[src/rtl/retire_trace_monitor.sv]
// Commit-side observer: captures up to two retired addresses per cycle into an
// ordered trace FIFO, drains one per cycle, and runs the end-of-run FSM.
module retire_trace_monitor #(
   parameter int ADDR_WIDTH = 32,
   parameter int CNT_WIDTH  = 32,
   parameter int DEPTH      = 16,
   parameter int MAX_CYCLES = 6000
) (
   input  logic                  clk,
   input  logic                  rst,
   input  logic                  retire_valid_0,
   input  logic [ADDR_WIDTH-1:0] retire_addr_0,
   input  logic                  retire_valid_1,
   input  logic [ADDR_WIDTH-1:0] retire_addr_1,
   input  logic                  done,
   input  logic                  trace_ready,
   output logic                  trace_valid,
   output logic [ADDR_WIDTH-1:0] trace_addr,
   output logic [CNT_WIDTH-1:0]  trace_seq,
   output logic [CNT_WIDTH-1:0]  n_cycles,
   output logic [CNT_WIDTH-1:0]  n_retired,
   output logic                  overflow,
   output logic                  finished,
   output logic                  timeout
);

   localparam int PTR_W = $clog2(DEPTH);
   localparam int CNT_W = PTR_W + 1;

   typedef enum logic [1:0] {
      ST_RUN,
      ST_DRAIN,
      ST_FINISHED,
      ST_TIMEOUT
   } state_e;

   state_e                state_q, state_d;
   logic [PTR_W-1:0]      wr_ptr_q, wr_ptr_d;
   logic [PTR_W-1:0]      rd_ptr_q, rd_ptr_d;
   logic [CNT_W-1:0]      count_q, count_d;
   logic [CNT_WIDTH-1:0]  n_cycles_q, n_cycles_d;
   logic [CNT_WIDTH-1:0]  n_retired_q, n_retired_d;
   logic                  overflow_q, overflow_d;

   logic [ADDR_WIDTH-1:0] mem_addr [DEPTH];
   logic [CNT_WIDTH-1:0]  mem_seq  [DEPTH];

   logic                  capture;
   logic                  v0, v1;
   logic [1:0]            n_valid, n_push;
   logic [CNT_W-1:0]      free;
   logic                  push0, push1, pop;
   logic [ADDR_WIDTH-1:0] first_addr;
   logic [PTR_W-1:0]      wr_ptr_nxt;

   // NOTE: every always_comb output gets a default first so no path infers a latch.
   always_comb begin
      state_d     = state_q;
      capture     = (state_q == ST_RUN);
      v0          = capture & retire_valid_0;
      v1          = capture & retire_valid_1;
      n_valid     = {1'b0, v0} + {1'b0, v1};
      // Space is judged against the start-of-cycle count; a same-cycle pop frees nothing.
      free        = CNT_W'(DEPTH) - count_q;
      push0       = (v0 | v1) && (free != '0);
      push1       = (v0 & v1) && (free >= CNT_W'(2));
      n_push      = {1'b0, push0} + {1'b0, push1};
      first_addr  = v0 ? retire_addr_0 : retire_addr_1;
      wr_ptr_nxt  = wr_ptr_q + PTR_W'(1);
      pop         = (count_q != '0) && trace_ready;
      count_d     = count_q + CNT_W'(n_push) - CNT_W'(pop);
      wr_ptr_d    = wr_ptr_q + PTR_W'(n_push);
      rd_ptr_d    = rd_ptr_q + PTR_W'(pop);
      overflow_d  = overflow_q | (n_valid != n_push);
      n_retired_d = n_retired_q + CNT_WIDTH'(n_valid);
      n_cycles_d  = capture ? n_cycles_q + CNT_WIDTH'(1) : n_cycles_q;

      unique case (state_q)
         ST_RUN: begin
            if (done)
               state_d = ST_DRAIN;
            else if (n_cycles_q == CNT_WIDTH'(MAX_CYCLES - 1))
               state_d = ST_TIMEOUT;
         end
         ST_DRAIN: begin
            if (count_d == '0)
               state_d = ST_FINISHED;
         end
         default: state_d = state_q;
      endcase
   end

   // NOTE: sequential state uses non-blocking assignments only.
   always_ff @(posedge clk or posedge rst) begin
      if (rst) begin
         state_q     <= ST_RUN;
         wr_ptr_q    <= '0;
         rd_ptr_q    <= '0;
         count_q     <= '0;
         n_cycles_q  <= '0;
         n_retired_q <= '0;
         overflow_q  <= 1'b0;
      end else begin
         state_q     <= state_d;
         wr_ptr_q    <= wr_ptr_d;
         rd_ptr_q    <= rd_ptr_d;
         count_q     <= count_d;
         n_cycles_q  <= n_cycles_d;
         n_retired_q <= n_retired_d;
         overflow_q  <= overflow_d;
      end
   end

   // NOTE: storage is not reset; empty slots are never visible because the head is gated by trace_valid.
   always_ff @(posedge clk) begin
      if (push0) begin
         mem_addr[wr_ptr_q] <= first_addr;
         mem_seq[wr_ptr_q]  <= n_retired_q;
      end
      if (push1) begin
         mem_addr[wr_ptr_nxt] <= retire_addr_1;
         mem_seq[wr_ptr_nxt]  <= n_retired_q + CNT_WIDTH'(1);
      end
   end

   assign trace_valid = (count_q != '0);
   assign trace_addr  = trace_valid ? mem_addr[rd_ptr_q] : '0;
   assign trace_seq   = trace_valid ? mem_seq[rd_ptr_q]  : '0;
   assign n_cycles    = n_cycles_q;
   assign n_retired   = n_retired_q;
   assign overflow    = overflow_q;
   assign finished    = (state_q == ST_FINISHED);
   assign timeout     = (state_q == ST_TIMEOUT);

endmodule

[config.mk]
export PLATFORM = sky130hd
export DESIGN_NAME = retire_trace_monitor
export DESIGN_NICKNAME = d
export VERILOG_FILES = /design/src/rtl/retire_trace_monitor.sv
export SDC_FILE = /design/constraint.sdc
export NUM_CORES = 2
export LEC_CHECK = 0
export CAP_MARGIN = 10
export CORE_MARGIN = 5
export CORE_UTILIZATION = 56
export CTS_BUF_LIST = sky130_fd_sc_hd__clkbuf_16
export DETAILED_ROUTE_END_ITERATION = 10
export PLACE_DENSITY_LB_ADDON = 0.08
export SYNTH_ARGS = -nofsm -noshare
export SYNTH_HDL_FRONTEND = slang
export SYNTH_SLANG_ARGS = --single-unit
[constraint.sdc]
create_clock -name clk -period 6.7 [get_ports clk]
set_input_delay 1.34 -clock clk [delete_from_list [all_inputs] [get_ports clk]]
set_output_delay 1.34 -clock clk [all_outputs]
set_load 0.005 [all_outputs]
# After elaboration in Yosys (flattened, before gate mapping)
# Memories as Yosys holds them, arrays and structs flattened.
# Cells that the tools add are included.
# classes
addsub	11
magnitude_cmp	1
n_eq_ne	7
mux	11
bitwise	5
reduce_logical	9
# op_table
cell	n
32-bit 2-to-1 mux	3
32-bit by 1-bit adder with 32-bit output (second input constant)	2
32-bit by 2-bit adder with 32-bit output	1
32-bit by 13-bit == test with 1-bit output (second input constant)	1
5-bit nonzero test	2
2-bit 2-to-1 mux	3
5-bit by 2-bit adder with 5-bit output	1
5-bit by 2-bit >= comparator with 1-bit output (second input constant)	1
5-bit logical NOT	1
5-bit by 1-bit subtractor with 5-bit output	1
5-bit subtractor (first input constant)	1
1-bit by 1-bit adder with 2-bit output	2
4-bit by 1-bit adder with 4-bit output	1
4-bit by 1-bit adder with 4-bit output (second input constant)	1
4-bit by 2-bit adder with 4-bit output	1
2-bit == test (second input constant)	2
1-bit 2-to-1 mux	4
2-bit one-hot mux with 2 select lines	1
1-bit bitwise AND	3
1-bit logical AND	3
3-bit by 2-bit inequality test with 1-bit output (second input constant)	1
3-bit AND reduction	1
2-bit by 1-bit == test with 1-bit output (second input constant)	1
2-bit logical NOT	1
4 further kinds	5
# totals
ff_bits	80
ramBits	1024
input_bits	70
output_inout_bits	132
elab_cells	53
mem_count	2
# memory_table
memory	words	word_bits	read_ports	rd_ports_with_merged_regs	wr	line	rtl
mem_addr	16	32	1	0	2	45	logic [ADDR_WIDTH-1:0] mem_addr [DEPTH];
mem_seq	16	32	1	0	2	46	logic [CNT_WIDTH-1:0] mem_seq [DEPTH];

# Depth between registers and ports, before layout
# logic_depth
ltp_word	10
depth_mapped	23
depth_no_buf	19

# Worst setup path after synthesis
# No wires, ideal clock.
# synth_timing
path_type	input to register
startpoint	input port retire_valid_1
endpoint	memory mem_addr[0][0] (enable)
setup_time_ps	574
arrival_ps	6355
required_ps	6126
setup_slack_ps	-229
cell_stages	5
path_buffers	0
cell_sequence	nand2_1 > ha_1 > inv_1 > o211ai_1 > o21ai_0
# synth_rtl
item	line	rtl
from (decl)	13	input logic retire_valid_1,
to (decl)	45	

# Worst setup path after layout
# layout_timing
startpoint	register rd_ptr_q[0]
endpoint	output port trace_seq[31]
# layout_via
elab_chain_len	2
# layout_lines
item	line	rtl
from (decl)	39	logic [PTR_W-1:0] rd_ptr_q, rd_ptr_d;
from (signal assigned)	106	rd_ptr_q <= rd_ptr_d;
memory 16 x 32 bit	n/a	
32-bit 2-to-1 mux	128	assign trace_seq = trace_valid ? mem_seq[rd_ptr_q] : '0;
to (decl)	19	output logic [CNT_WIDTH-1:0] trace_seq,
# Every way passes these cells.

==> metrics list <==
* Result of the run: finished clean
- The number of antenna violations at the first check in global routing was 0.
- Peak supply drop: 263 uV
- The share of synthesized area in the top cell type comes to 0.533.
* Endpoint of the most critical register-to-register path: mem_addr[1][1]$_DFFE_PP_
- Global-route wire length before repair: 243,000 um
- Type of destination of the critical path: output pin
- Buffers added on ports: 201
- After synthesis, the cell types taking the most area are sky130_fd_sc_hd__edfxtp_1 (53%), sky130_fd_sc_hd__mux4_2 (12%), sky130_fd_sc_hd__mux2_2 (11%).
- Leaving out fill and tap cells, the most frequent cell in the layout is sky130_fd_sc_hd__edfxtp_1.
* Library cell contributing the largest single delay on the critical path: sky130_fd_sc_hd__dfrtp_4
* Count of filler cells inserted in the layout: between 7,000 and 8,000
* Chip Width: between 300 and 400 um
- Routed wire length per instance: ~31 um
- sky130_fd_sc_hd__edfxtp_1 takes more of the synthesized area than any other cell.
- The tightest min-delay check is of the register to register type.
- Worst path cell trace: buf_12 > mux4_2 > mux4_2 > and2_1 > clkdlybuf4s50_1
* Share of the yosys chip area belonging to registers: 0.567
- The net count of the finished layout is 3,957.
* Clock-pin slew reported for the worst setup and hold paths after clock tree synthesis: 60 ps
* Inserted Clock Buffers: 119
- The number of different library cells used by synthesis comes to 50.
- Fin Hold WS: around 510 ps
- Mean instance size in the synthesized netlist: 15.1 sq um
- Synthesized netlist net count: 3,930
- Worst-margin pin slew: 1240 ps
- In the synthesized netlist the async set-or-reset flop fraction comes to 0.0725.
- Synthesis-to-layout area growth: 12.6%
- Remaining number of nets flagged by the antenna check after routing: 0
- MaxCap Viol Count: 0
* Global-route congestion overflow total: 0
- Instance count of the mapped netlist: around 3,800
* Endpoint of the most critical setup path: trace_seq[31]
- No sink is reached through more buffers than the 3 on the longest clock path.
* Gr usage total: 0.303
- Across the whole layout, storage elements account for 32,800 sq um.
- Setup violations remaining at the end of the flow were counted as 0.
* Floorplan die area: 110,000 sq um
- Leakage power figure: ~21 nW
* Initial standard-cell utilization of the core: 0.566
- Warnings from Yosys: 0
- Counting flops with a built-in enable in the synthesized netlist gives 1,024.
- In the final layout, the share of cells above drive strength 1 is 0.313.
* Detailed-route DRC error count: 0
- The placed instances occupy a cell area of 61,100 sq um.
- Most frequent CP cell: sky130_fd_sc_hd__mux4_2
- Reg2reg path depth: 10
* Slew Viols, Final: 0
- The most critical setup path has its startpoint at rd_ptr_q[0]$_DFF_PP0_.
- Across all layers, the routed design uses between 30,000 and 40,000 vias.
- HPWL reported at the end of detailed placement: 88,500 um
* Predominant post-synthesis flop cell: sky130_fd_sc_hd__edfxtp_1
* Root Buffer Master: sky130_fd_sc_hd__clkbuf_16
- Sink Count: ~1,100
* Detailed-router iteration count before antenna repair: 5
- The die is between 300 and 400 um tall.
- Total power per unit cell area: 318 nW/um^2
- Final design instance area without fill: 65,000 sq um
- Dividing the final minimum period by the clock period gives 0.796.
* Post-route core utilization: 0.637
- Gates resized during post-CTS repair numbered 0.
* Critical Path AT: 4000 ps
- Total standard cell area after synthesis: between 50,000 and 60,000 sq um
- Critical path data required time: 5360 ps
- At the placement stage, the worst setup path has a slack of between 1500 and 2000 ps.
- Setup fix buffers added after clock tree synthesis: 0
- The clock reaches the later pin of the worst-skew pair after just over 700 ps.
- The library cells used most frequently in the layout, excluding fill and tap cells, are sky130_fd_sc_hd__edfxtp_1 (1,024), sky130_fd_sc_hd__mux2_2 (560), sky130_fd_sc_hd__xnor2_1 (524).
* CTS tree: done
- Critical Setup Path Class: register to output pin
* Post-CTS Hold Fix Bufs: 0
- In the post-route analysis, the smallest setup slack over all paths is 1360 ps.
* Worst clock skew on the final layout: 21.2 ps
- Count of placed standard cells including taps: about 5,100
- STA classifies the critical path startpoint as a register.
- Final critical-path required period: between 5000 and 6000 ps
- Fmax achieved: roughly 190 MHz
- Final Hold Violating Endpoints: 0
- Max_slew headroom: 0.169
- Core footprint: roughly 100,000 sq um
- Level count of the clock H-tree: 3
* Gpl congestion: 0.820
* Sum of routed wire length over all layers: 166,000 um
- In this run the worst path has a maximum fanout of 61.
- a little over 200 I/O pins were placed.
- In this run the core area contains 117 standard-cell rows.
* Hold Startpoint: overflow$_DFF_PP0_
* Largest net degree at the start of global routing: 102
- Leaving out filler cells and counting taps, the final layout contains 5,339.
- Setup repair after global routing left no endpoint under its margin.
- In this run the critical register-to-register path is launched from count_q[0]$_DFF_PP0_.
- R2R setup slack: 1650 ps
* Via count of the first global-routing pass: 36,099
- First-iteration detailed-routing DRC count: 3,852
- After detailed routing, the number of vias per cell comes to between 6 and 7.
- Slowest Stage Delay on Critical Path: between 800 and 900 ps
- The synthesized design contains 1,104 register bits.
* Multi-input gate area in the final layout: 23,500 sq um
[logic make-up after synthesis]
logic type,share of synthesized area
AO/OA/AOI/OAI,0.00674
XOR/XNOR,0.0837
adder cells (fa/ha/maj),0.00581
buffers and inverters,0.0326
flip-flops,0.567
multiplexers,0.234
AND/OR/NAND/NOR,0.0697
[power breakdown]
group	total, mW	internal, mW	switching [mW]
Combinational	6.07	3.22	2.85
Clock	6.42	3.67	2.75
Sequential	8.16	7.70	0.459
Total	20.7	14.6	6.06
[worst max-delay path, delay by kind of cell, from the launching register on]
family / cells / cell delay (ps)
multiplexers: 2 / 1040
flip-flops: 1 / 880
buffers and inverters: 2 / 1100
AND/OR/NAND/NOR: 1 / 220
[how the worst min path moves through the flow]
stage / endpoint / slack (ps) / cells after the start
floorplan: overflow$_DFF_PP0_ / 460 / 1
global placement: overflow$_DFF_PP0_ / 470 / 1
detailed placement: overflow$_DFF_PP0_ / 490 / 1
CTS: overflow$_DFF_PP0_ / 510 / 1
global route: n_cycles[31]$_DFFE_PP0N_ / 530 / 1
finish: overflow$_DFF_PP0_ / 510 / 1
[synthesized netlist by cell type (27+ instances only)]
cell / n
sky130_fd_sc_hd__nand2_1: 53
sky130_fd_sc_hd__nand3_1: 484
sky130_fd_sc_hd__inv_1: 27
sky130_fd_sc_hd__mux2_2: 560
sky130_fd_sc_hd__buf_1: 78
sky130_fd_sc_hd__a21oi_1: 33
sky130_fd_sc_hd__mux4_2: 320
sky130_fd_sc_hd__and2_1: 76
sky130_fd_sc_hd__xor2_1: 28
sky130_fd_sc_hd__xnor2_1: 524
sky130_fd_sc_hd__dfrtp_1: 80
sky130_fd_sc_hd__buf_2: 131
sky130_fd_sc_hd__clkbuf_1: 196
sky130_fd_sc_hd__nor2_1: 47
sky130_fd_sc_hd__edfxtp_1: 1024
[registers in the layout, summed over array words and instances, names as in the netlist]
| register | flops |
|---|---|
| rd_ptr_q | 4 |
| count_q | 5 |
| mem_seq | 512 |
| overflow | 1 |
| state_q | 2 |
| n_cycles | 32 |
| n_retired | 32 |
| mem_addr | 512 |
| wr_ptr_q | 4 |
[area by class of cell]
cell class | count | share of cell area
Antenna cell | 4 | 0.000154
Tap cell | 1368 | 0.0263
Clock inverter | 104 | 0.0117
Inverter | 29 | 0.00171
Sequential cell | 1104 | 0.504
Multi-Input combinational cell | 2285 | 0.361
Clock buffer | 122 | 0.0470
Timing Repair Buffer | 323 | 0.0481
[metrics by stage]
step | TNS, ps | total power [mW]
floorplan | -58710 | 12.1
global placement | 0 | 14.3
detailed placement | 0 | 14.4
CTS | 0 | 20.8
global route | 0 | 21.4
finish | 0 | 20.7
[layer usage]
layer	GRT usage	part of all wire	up-vias
met3	0.0550	0.092	329
met5	0	0	-
met1	0.419	0.39	18291
met4	0.0903	0.032	0
li1	-	-	14651
met2	0.497	0.49	1763
No activity file was read; power rests on OpenSTA's default activity.
